**config.mk**
```make
export PLATFORM = sky130hd
export DESIGN_NAME = sport_ram_bist
export DESIGN_NICKNAME = d
export VERILOG_FILES = /design/src/rtl/sport_ram_bist.sv
export SDC_FILE = /design/constraint.sdc
export NUM_CORES = 1
export LEC_CHECK = 0
export CORE_ASPECT_RATIO = 0.6
export CORE_MARGIN = 2
export CORE_UTILIZATION = 48
export CTS_CLUSTER_SIZE = 8
export DETAILED_ROUTE_END_ITERATION = 7
export PLACE_DENSITY = 0.84
export SLEW_MARGIN = 20
export SYNTH_ARGS = -nofsm -noshare
export SYNTH_HDL_FRONTEND = slang
export SYNTH_SLANG_ARGS = --single-unit
```
**constraint.sdc**
```tcl
create_clock -name clock -period 4.13 [get_ports clock]
set_input_delay 0.6195 -clock clock [delete_from_list [all_inputs] [get_ports clock]]
set_output_delay 0.6195 -clock clock [all_outputs]
set_load 0.01 [all_outputs]
```
**src/rtl/sport_ram_bist.sv**
```systemverilog
//-----------------------------------------------------------------------------
// sport_ram_bist
//
// March-test engine for a single-port RAM. On an accepted start it runs three
// phases over every address:
//   1. ascending write of P(a) = PATTERN ^ a
//   2. ascending read/compare of P(a), each followed by a write of Q(a) = ~P(a)
//   3. descending read/compare of Q(a)
// The run stops at the first mismatch and reports the failing address and
// the data that was read back.
//
// Ports:
//   clock        system clock, rising edge
//   reset        synchronous active-high reset
//   start        single-cycle test request, sampled only in IDLE
//   busy         high while a test is running
//   done         one-cycle pulse when a test finishes
//   pass         result of the last test, held until the next accepted start
//   fail_addr    address of the first mismatch (0 when passing)
//   fail_data    data read at the first mismatch (0 when passing)
//   ram_addr     RAM address
//   ram_wenable  RAM write enable
//   ram_data_in  RAM write data (0 whenever ram_wenable is 0)
//   ram_data_out RAM read data, valid RD_LAT cycles after the address
//-----------------------------------------------------------------------------
`timescale 1ns/1ps

module sport_ram_bist #(
    parameter int unsigned       ADDR_W  = 3,
    parameter int unsigned       DATA_W  = 32,
    parameter int unsigned       RD_LAT  = 1,
    parameter logic [DATA_W-1:0] PATTERN = 32'hA5A5_A5A5
) (
    input  logic              clock,
    input  logic              reset,
    input  logic              start,
    output logic              busy,
    output logic              done,
    output logic              pass,
    output logic [ADDR_W-1:0] fail_addr,
    output logic [DATA_W-1:0] fail_data,
    output logic [ADDR_W-1:0] ram_addr,
    output logic              ram_wenable,
    output logic [DATA_W-1:0] ram_data_in,
    input  logic [DATA_W-1:0] ram_data_out
);

    typedef enum logic [2:0] {
        IDLE     = 3'd0,
        W0       = 3'd1,
        R0_ISSUE = 3'd2,
        R0_WAIT  = 3'd3,
        W1       = 3'd4,
        R1_ISSUE = 3'd5,
        R1_WAIT  = 3'd6,
        DONE     = 3'd7
    } state_t;

    localparam logic [ADDR_W-1:0] ADDR_ZERO = {ADDR_W{1'b0}};
    localparam logic [ADDR_W-1:0] ADDR_LAST = {ADDR_W{1'b1}};
    localparam logic [ADDR_W-1:0] ADDR_ONE  = {{(ADDR_W-1){1'b0}}, 1'b1};
    localparam logic [DATA_W-1:0] DATA_ZERO = {DATA_W{1'b0}};
    // Index of the wait cycle in which read data is valid.
    localparam logic [2:0]        LAST_WAIT = 3'(RD_LAT - 1);

    state_t            state_r;
    logic [ADDR_W-1:0] addr_r;
    logic [2:0]        wait_r;
    logic [ADDR_W-1:0] addr_inc_s;
    logic [ADDR_W-1:0] addr_dec_s;

    // Phase-1/2 expected pattern: base pattern XOR zero-extended address.
    function automatic logic [DATA_W-1:0] pat_p(input logic [ADDR_W-1:0] a);
        return PATTERN ^ {{(DATA_W-ADDR_W){1'b0}}, a};
    endfunction

    // Phase-2/3 expected pattern: complement of pat_p.
    function automatic logic [DATA_W-1:0] pat_q(input logic [ADDR_W-1:0] a);
        return ~pat_p(a);
    endfunction

    // Neighbouring addresses; boundaries are caught before these can wrap.
    assign addr_inc_s = addr_r + ADDR_ONE;
    assign addr_dec_s = addr_r - ADDR_ONE;

    // March-test sequencer; every output is registered and reflects the
    // access performed in the cycle after the edge that sets it.
    always_ff @(posedge clock) begin
        if (reset) begin
            state_r     <= IDLE;
            addr_r      <= ADDR_ZERO;
            wait_r      <= 3'd0;
            busy        <= 1'b0;
            done        <= 1'b0;
            pass        <= 1'b0;
            fail_addr   <= ADDR_ZERO;
            fail_data   <= DATA_ZERO;
            ram_addr    <= ADDR_ZERO;
            ram_wenable <= 1'b0;
            ram_data_in <= DATA_ZERO;
        end else begin
            // Non-write, non-final cycles are the common case.
            done        <= 1'b0;
            ram_wenable <= 1'b0;
            ram_data_in <= DATA_ZERO;
            case (state_r)
                IDLE: begin
                    if (start) begin
                        state_r     <= W0;
                        addr_r      <= ADDR_ZERO;
                        busy        <= 1'b1;
                        pass        <= 1'b0;
                        fail_addr   <= ADDR_ZERO;
                        fail_data   <= DATA_ZERO;
                        ram_addr    <= ADDR_ZERO;
                        ram_wenable <= 1'b1;
                        ram_data_in <= pat_p(ADDR_ZERO);
                    end else begin
                        ram_addr <= ADDR_ZERO;
                    end
                end
                W0: begin
                    if (addr_r == ADDR_LAST) begin
                        state_r  <= R0_ISSUE;
                        addr_r   <= ADDR_ZERO;
                        ram_addr <= ADDR_ZERO;
                    end else begin
                        addr_r      <= addr_inc_s;
                        ram_addr    <= addr_inc_s;
                        ram_wenable <= 1'b1;
                        ram_data_in <= pat_p(addr_inc_s);
                    end
                end
                R0_ISSUE: begin
                    state_r <= R0_WAIT;
                    wait_r  <= 3'd0;
                end
                R0_WAIT: begin
                    if (wait_r != LAST_WAIT) begin
                        wait_r <= wait_r + 3'd1;
                    end else if (ram_data_out != pat_p(addr_r)) begin
                        state_r   <= DONE;
                        busy      <= 1'b0;
                        done      <= 1'b1;
                        pass      <= 1'b0;
                        fail_addr <= addr_r;
                        fail_data <= ram_data_out;
                        ram_addr  <= ADDR_ZERO;
                    end else begin
                        state_r     <= W1;
                        ram_wenable <= 1'b1;
                        ram_data_in <= pat_q(addr_r);
                    end
                end
                W1: begin
                    // Phase 3 starts from the top address, already held in addr_r.
                    if (addr_r == ADDR_LAST) begin
                        state_r <= R1_ISSUE;
                    end else begin
                        state_r  <= R0_ISSUE;
                        addr_r   <= addr_inc_s;
                        ram_addr <= addr_inc_s;
                    end
                end
                R1_ISSUE: begin
                    state_r <= R1_WAIT;
                    wait_r  <= 3'd0;
                end
                R1_WAIT: begin
                    if (wait_r != LAST_WAIT) begin
                        wait_r <= wait_r + 3'd1;
                    end else if (ram_data_out != pat_q(addr_r)) begin
                        state_r   <= DONE;
                        busy      <= 1'b0;
                        done      <= 1'b1;
                        pass      <= 1'b0;
                        fail_addr <= addr_r;
                        fail_data <= ram_data_out;
                        ram_addr  <= ADDR_ZERO;
                    end else if (addr_r == ADDR_ZERO) begin
                        state_r  <= DONE;
                        busy     <= 1'b0;
                        done     <= 1'b1;
                        pass     <= 1'b1;
                        ram_addr <= ADDR_ZERO;
                    end else begin
                        state_r  <= R1_ISSUE;
                        addr_r   <= addr_dec_s;
                        ram_addr <= addr_dec_s;
                    end
                end
                DONE: begin
                    state_r <= IDLE;
                end
                default: begin
                    state_r  <= IDLE;
                    busy     <= 1'b0;
                    ram_addr <= ADDR_ZERO;
                end
            endcase
        end
    end

endmodule

```
==> results of run 1 <==
-- worst paths after layout --
check,startpoint,endpoint,slack (ns),cells after the start
worst min-delay path,pass$_SDFFE_PP0P_,pass$_SDFFE_PP0P_,0.48,1
worst max-delay path,ram_data_out[8],fail_data[3]$_SDFFE_PP0P_,1.13,7
worst max register to register,state_r[1]$_SDFFE_PP0P_,fail_data[3]$_SDFFE_PP0P_,1.43,6
worst min register to register,pass$_SDFFE_PP0P_,pass$_SDFFE_PP0P_,0.48,1
-- registers in the layout (all words and copies together), names as in the netlist --
signal,count
fail_data,32
ram_data_in,5
done,1
busy,1
ram_wenable,1
fail_addr,3
ram_addr,3
wait_r,3
pass,1
addr_r,3
state_r,3
-- per-layer routing --
| layer | track usage [%] | up-vias |
|---|---|---|
| li1 | - | 1316 |
| met1 | 36.3 | 1320 |
| met4 | 3.00 | 0 |
| met3 | 5.53 | 2 |
| met5 | 0 | - |
| met2 | 34.1 | 129 |
-- synth_stat cells, types with 3 or more instances --
cell                        instances  area, um2
sky130_fd_sc_hd__a2bb2oi_1          3       26.3
sky130_fd_sc_hd__nor4_1             4       25.0
sky130_fd_sc_hd__o22ai_1            5       31.3
sky130_fd_sc_hd__o211ai_1           3       22.5
sky130_fd_sc_hd__nand3_1            6       30.0
sky130_fd_sc_hd__o32ai_1            3       26.3
sky130_fd_sc_hd__xnor2_1            4       35.0
sky130_fd_sc_hd__nand4_1            6       37.5
sky130_fd_sc_hd__a22o_1            35        307
sky130_fd_sc_hd__and4b_1            3       30.0
sky130_fd_sc_hd__nor3_1             5       25.0
sky130_fd_sc_hd__nand2b_1          11       68.8
sky130_fd_sc_hd__o21ai_0           12       60.1
sky130_fd_sc_hd__nor4b_1            3       26.3
sky130_fd_sc_hd__dfxtp_1           56       1120
sky130_fd_sc_hd__a221oi_1           3       26.3
sky130_fd_sc_hd__a21oi_1           13       65.1
sky130_fd_sc_hd__nor4bb_1           6       60.1
sky130_fd_sc_hd__nand2_1            9       33.8
sky130_fd_sc_hd__buf_4             27        203
sky130_fd_sc_hd__or3b_2             3       26.3
sky130_fd_sc_hd__ha_1               9        113
sky130_fd_sc_hd__buf_6              3       33.8
sky130_fd_sc_hd__nor2_1            19       71.3
sky130_fd_sc_hd__or4bb_1            4       45.0
sky130_fd_sc_hd__clkbuf_1          11       41.3
sky130_fd_sc_hd__inv_1             12       45.0
-- final cells by class --
type / instances / area (um2)
inverters: 12 / 45.0
clock inverters: 1 / 7.51
well taps: 84 / 105
clock buffers: 7 / 86.3
multi-input cells: 206 / 1520
repair buffers: 111 / 1100
flip-flops and latches: 56 / 1120
fillers: 477 / 2040
-- stage by stage --
| step | worst slack [ns] | cell area, um2 |
|---|---|---|
| floorplan | 1.75 | 2960 |
| global placement | 0.873 | 3890 |
| detailed placement | 0.847 | 3890 |
| CTS | 1.14 | 3980 |
| global route | 1.02 | 3980 |
| finish | 1.13 | 3980 |
-- cell usage in the layout, fill, tap and decap left out, types with 9 or more instances in the layout --
cell,n
sky130_fd_sc_hd__a21oi_1,13
sky130_fd_sc_hd__a22o_1,35
sky130_fd_sc_hd__clkdlybuf4s50_1,108
sky130_fd_sc_hd__dfxtp_1,56
sky130_fd_sc_hd__ha_1,9
sky130_fd_sc_hd__inv_1,12
sky130_fd_sc_hd__nand2_1,9
sky130_fd_sc_hd__nand2b_1,11
sky130_fd_sc_hd__nor2_1,19
sky130_fd_sc_hd__o21ai_0,12
-- logic make-up after synthesis --
| kind of cell | share of synthesized area [%] |
|---|---|
| multiplexers | 1.10 |
| adder cells (fa/ha/maj) | 4.14 |
| XOR/XNOR | 1.48 |
| AO/OA/AOI/OAI | 23.6 |
| flip-flops | 37.8 |
| buffers and inverters | 11.2 |
| AND/OR/NAND/NOR | 20.7 |
-- power groups by stage --
stage / sequential (uW) / clock, uW / combinational [uW]
5_1_grt: 554 / 343 / 169
2_1_floorplan: 567 / 0 / 82.0
6_report: 553 / 313 / 158
3_3_place_gp: 565 / 0 / 154
3_5_place_dp: 565 / 0 / 155
4_1_cts: 553 / 316 / 156
==> impl_metrics.py, run 1 <==
metrics = {
    "worst_setup_path": {
        "cpLargestDelayFamily": "simple AND/OR/NAND/NOR gates",
        "worstSetupStartpointType": "input port",
        "worst-path-max-fanout": 36,
        "cp.buffers_inverters": 2,
        "required_ns": 4.38,
        "critical-path-slowest-cell": "sky130_fd_sc_hd__or4b_2",
        "worstPathCellList": "clkdlybuf4s50_1 -> or4b_2 -> nor4_1 -> nand4_1 -> a31oi_4 -> buf_4 -> a22o_1",
        "cp-end-kind": "register",
        "crit_arrival_ns": 3.25,
        "crit_path_max_incr_delay_ns": 0.69,
        "startpoint_to_endpoint_class_of_the_critical_path": "in -> reg",
    },
    "sta": {
        "finalHoldWorstSlack_ns": 0.483,
        "rsz0062_at_grt": "no",
        "finalCriticalPeriod_ns": 3.00,
        "timing.fmax_mhz": 333,
        "timing_worst_slew_pin_value_ns": 0.852,
        "final_hold_viol_count": 0,
        "setup_violations": 0,
        "slew_viol_final": 0,
        "worst_clock_skew_ns": 0.00618,
        "timing.max_slew.rel_slack_pct": 42.7,
        "fin_crit_sh_pct": 72.7,
        "setup_tns_ns": 0,
    },
    "placed_design": {
        "detailed_place_hpwl_um": 6090,
        "dpl.cell_count": 469,
        "finalWeightedCongestion": 0.911,
        "place.port_buffers": 108,
    },
    "detailed_routing": {
        "routed_wl_um": 8100,
        "first_iter_violations": 257,
        "num_vias": 2767,
        "detailroute.wirelength.met2_um": 3370,
        "post_drt_via_cell_ratio": 5.80,
        "wl_met1_um": 4070,
        "dr.pass1.iters": 5,
        "met3_wirelength_um": 642,
        "drtAntennaViolNets": 0,
        "top_signal_layer_used": "met4",
        "wire_per_inst_um": 17.0,
        "detail_route.drc_violations": 0,
    },
    "global_routing": {
        "grt-ovfl-total": 0,
        "grt_first_pass_wirelength_um": 12900,
        "antenna_found_initial": 0,
        "grt_pass1_vias": 2417,
        "grt_max_degree": 37,
        "track_usage_pct": 23.7,
    },
    "cts": {
        "cts.htree.levels": 2,
        "cts-buffers-inserted": 5,
        "clk_root_buffer_cell": "sky130_fd_sc_hd__clkbuf_8",
        "post-cts-setup-buffer-count": 0,
        "cts_max_path_buffers": 2,
        "clock_insertion_delay_worst_skew_ns": 0.30,
        "clkTransAtPathRegs_ns": 0.10,
        "clock_sinks": 56,
        "ctsHoldBuffers": 0,
        "clock_tree_from_tritoncts": "done",
        "post_cts_resized": 0,
    },
    "pwr": {
        "cellPowerDensity_mw_per_mm2": 257,
        "cellInternalPower_uw": 765,
        "sequentialPowerShare_pct": 54.0,
        "power_frac_comb_pct": 15.4,
        "leakage_uw": 0.00143,
        "power.switching_uw": 259,
        "power_frac_clock_pct": 30.6,
        "ir_worst_vdd_uv": 175,
        "p_sw_share_pct": 25.3,
        "power_uw": 1020,
    },
    "yosys": {
        "post_synth_instance_area_mm2": 0.00296,
        "ys_seq_area_share_pct": 37.8,
        "ys_seq_elements": 56,
        "synth_edf_count": 0,
        "synth_ff_type": "sky130_fd_sc_hd__dfxtp_1",
        "syn-instance-count": 317,
        "syn-num-nets": 361,
        "synthArstFlopShare_pct": 0,
        "synthesis.area_per_instance_um2": 9.35,
        "yosys.cell_types.count": 55,
        "synth.yosys.warnings": 0,
    },
    "floorplan": {
        "rows": 22,
        "die-area_mm2": 0.00684,
        "floorplan.initialDensity_pct": 49.1,
        "io-pin-count": 109,
        "chipHeight_um": 64.9,
        "coreArea_mm2": 0.00603,
        "dieWidth_um": 105,
    },
    "status": {
        "run_status": "finished clean",
    },
    "layout": {
        "layout.core_utilization_pct": 66.1,
        "fin_cells": 477,
        "antenna_cells": 0,
        "nNetsFinal": 436,
        "layout-drive-gt1-share_pct": 5.85,
        "syn2layout_area_growth_pct": 34.5,
    },
    "run": {
        "maxCapViolations": 0,
    },
    "hold_path": {
        "worst_hold_path_type": "reg -> reg",
    },
}
No activity file was read; power rests on OpenSTA's default activity.
==> inputs of run 2 (changes only) <==
--- a/config.mk
+++ b/config.mk
@@ -7,10 +7,10 @@
 export LEC_CHECK = 0
 export CORE_ASPECT_RATIO = 0.6
 export CORE_MARGIN = 2
-export CORE_UTILIZATION = 48
+export CORE_UTILIZATION = 40
 export CTS_CLUSTER_SIZE = 8
 export DETAILED_ROUTE_END_ITERATION = 7
-export PLACE_DENSITY = 0.84
+export PLACE_DENSITY = 0.74
 export SLEW_MARGIN = 20
 export SYNTH_ARGS = -nofsm -noshare
 export SYNTH_HDL_FRONTEND = slang
==> constraint.sdc (replaced) <==
create_clock -name clock -period 2.5 [get_ports clock]
set_input_delay 0.375 -clock clock [delete_from_list [all_inputs] [get_ports clock]]
set_output_delay 0.375 -clock clock [all_outputs]
set_load 0.01 [all_outputs]
==> impl_metrics.py, run 2 (same netlist as run 1, synthesis figures left out) <==
metrics = {
    "layout": {
        "mostFrequentLayoutCell": "sky130_fd_sc_hd__clkdlybuf4s50_1",
        "fin_cells": 529,
        "largest_register_ffs": 32,
        "layout-drive-gt1-share_pct": 16.2,
        "antenna_cells": 0,
        "final_cell_mix": "sky130_fd_sc_hd__clkdlybuf4s50_1 (104), sky130_fd_sc_hd__dfxtp_1 (56), sky130_fd_sc_hd__buf_4 (41)",
        "top_register": "fail_data",
        "multi_input_comb_area_mm2": 0.00154,
        "syn2layout_area_growth_pct": 52.3,
        "reg.largest.list": "fail_data (32), ram_data_in (5)",
        "nNetsFinal": 481,
        "num-fill-cells": 574,
        "regArea_mm2": 0.00112,
    },
    "worst_setup_path": {
        "cp-startpoint": "ram_data_out[30]",
        "required_ns": 2.74,
        "r2r_start": "state_r[0]$_SDFFE_PP0P_",
        "regToRegEndpoint": "fail_data[0]$_SDFFE_PP0P_",
        "timing.reg2reg.setup_slack_ns": 0.31,
        "startpoint_to_endpoint_class_of_the_critical_path": "in -> reg",
        "critPathCapture": "fail_data[21]$_SDFFE_PP0P_",
        "worst-path-max-fanout": 13,
        "rr_worst_depth": 6,
        "crit_arrival_ns": 2.72,
        "worstSetupStartpointType": "input port",
        "cp-end-kind": "register",
    },
    "placed_design": {
        "finalWeightedCongestion": 0.926,
        "dpl.cell_count": 518,
        "detailed_place_hpwl_um": 6710,
        "place.port_buffers": 108,
    },
    "global_routing": {
        "antenna_found_initial": 0,
        "grt_pass1_vias": 2731,
        "grt-ovfl-total": 0,
        "grt_first_pass_wirelength_um": 14100,
        "grt_max_degree": 29,
        "global_route.usage.met1_pct": 32.5,
        "globalRouteMet3Util_pct": 7.11,
        "use_met2_pct": 31.0,
        "top_usage_layer": "met1",
        "track_usage_pct": 22.1,
    },
    "floorplan": {
        "coreArea_mm2": 0.00721,
        "die-area_mm2": 0.00813,
        "chipHeight_um": 70.7,
        "rows": 24,
        "dieWidth_um": 115,
        "floorplan.initialDensity_pct": 41.1,
        "io-pin-count": 109,
    },
    "pwr": {
        "power_frac_comb_pct": 15.7,
        "cellInternalPower_uw": 1550,
        "cellPowerDensity_mw_per_mm2": 449,
        "p_sw_share_pct": 23.4,
        "sequentialPowerShare_pct": 45.2,
        "ir_worst_vdd_uv": 338,
        "power.switching_uw": 475,
        "leakage_uw": 0.00176,
        "power_frac_clock_pct": 39.1,
        "power_uw": 2030,
    },
    "sta": {
        "timing.fmax_mhz": 403,
        "final_hold_viol_count": 0,
        "timing_worst_slew_pin_value_ns": 0.534,
        "finalCriticalPeriod_ns": 2.48,
        "fin_crit_sh_pct": 99.4,
        "worst_clock_skew_ns": 0.00417,
        "setup_violations": 0,
        "timing.max_slew.rel_slack_pct": 64.4,
        "slew_viol_final": 0,
        "finalHoldWorstSlack_ns": 0.429,
    },
    "run": {
        "maxCapViolations": 0,
    },
    "status": {
        "run_status": "finished clean",
    },
    "detailed_routing": {
        "dr.pass1.iters": 4,
        "drtAntennaViolNets": 0,
        "routed_wl_um": 9270,
        "num_vias": 2919,
        "first_iter_violations": 184,
        "wire_per_inst_um": 17.5,
        "post_drt_via_cell_ratio": 5.52,
        "detail_route.drc_violations": 0,
    },
    "cts": {
        "clock_insertion_delay_worst_skew_ns": 0.29,
        "clkTransAtPathRegs_ns": 0.07,
        "clock_tree_from_tritoncts": "done",
        "cts-buffers-inserted": 5,
        "cts_max_path_buffers": 2,
        "clock_sinks": 56,
        "clk_root_buffer_cell": "sky130_fd_sc_hd__clkbuf_16",
        "cts.htree.levels": 2,
    },
    "hold_path": {
        "worst_hold_path_type": "in -> reg",
    },
}
[run 2: cell count changes in the layout (fill, tap and decap cells not counted), moves of 2 or more]
cell	change
sky130_fd_sc_hd__buf_12	+4
sky130_fd_sc_hd__buf_4	+38
sky130_fd_sc_hd__buf_6	+2
sky130_fd_sc_hd__clkbuf_16	+6
sky130_fd_sc_hd__clkbuf_8	-6
sky130_fd_sc_hd__clkdlybuf4s50_1	-4
sky130_fd_sc_hd__dlymetal6s2s_1	+4
sky130_fd_sc_hd__or4bb_1	-2
sky130_fd_sc_hd__or4bb_4	+2
[run 2: cell type report]
type                            instances  area share, %
Multi-Input combinational cell        206           34.2
Timing Repair Buffer                  156           33.8
Sequential cell                        56           24.8
Clock buffer                            6           2.86
Tap cell                               91           2.52
Inverter                               12          0.998
Clock inverter                          2          0.776
[run 2: worst max-delay path, stage by stage]
cell,delay [ns]
sky130_fd_sc_hd__clkdlybuf4s50_1,0.42
sky130_fd_sc_hd__buf_4,0.15
sky130_fd_sc_hd__nor4bb_1,0.37
sky130_fd_sc_hd__nand4_1,0.20
sky130_fd_sc_hd__or4_4,0.58
sky130_fd_sc_hd__a31oi_4,0.20
sky130_fd_sc_hd__buf_12,0.15
sky130_fd_sc_hd__buf_12,0.13
sky130_fd_sc_hd__a22o_1,0.15
[run 2: how the worst min path moves through the flow]
stage | startpoint | endpoint | slack [ns] | depth (start not counted)
after floorplan | wait_r[1]$_SDFFE_PP0P_ | wait_r[1]$_SDFFE_PP0P_ | 0.48 | 2
after global placement | pass$_SDFFE_PP0P_ | pass$_SDFFE_PP0P_ | 0.45 | 1
after detailed placement | pass$_SDFFE_PP0P_ | pass$_SDFFE_PP0P_ | 0.45 | 1
after CTS | pass$_SDFFE_PP0P_ | pass$_SDFFE_PP0P_ | 0.47 | 1
after global routing | ram_data_out[12] | fail_data[12]$_SDFFE_PP0P_ | 0.45 | 2
final | ram_data_out[12] | fail_data[12]$_SDFFE_PP0P_ | 0.43 | 2
[run 2: timing repair]
item                       4_1_cts  5_1_grt
setup endpoints to repair       39       38
hold buffers                     0        0
gates resized for setup          2        8
pin swaps                        1        3
setup buffers                    0        1
cloned                           0        2
[run 2: power groups by stage]
stage | registers (uW) | clock network (uW) | logic [uW]
floorplan | 937 | 0 | 135
global placement | 937 | 0 | 290
detailed placement | 937 | 0 | 293
CTS | 916 | 798 | 297
global route | 918 | 828 | 339
finish | 916 | 793 | 318
[run 2: metal layers]
| layer | part of all wire [%] | routed length (um) | up-vias |
|---|---|---|---|
| met5 | 0 | 0 | - |
| met2 | 41 | 3790 | 135 |
| met1 | 49 | 4500 | 1362 |
| met3 | 9.3 | 862 | 10 |
| li1 | - | - | 1412 |
| met4 | 1.3 | 118 | 0 |
[run 2: stage by stage]
stage | cell area (um2) | TNS, ns | setup slack, ns | util, %
after floorplan | 2960 | 0 | 0.355 | -
after global placement | 4250 | -15.72 | -0.381 | 59.0
after detailed placement | 4250 | -17.33 | -0.433 | 59.0
after CTS | 4430 | 0 | 0.00126 | 61.5
after global routing | 4510 | -0.0306 | -0.0127 | 62.6
final | 4510 | 0 | 0.0157 | 62.6
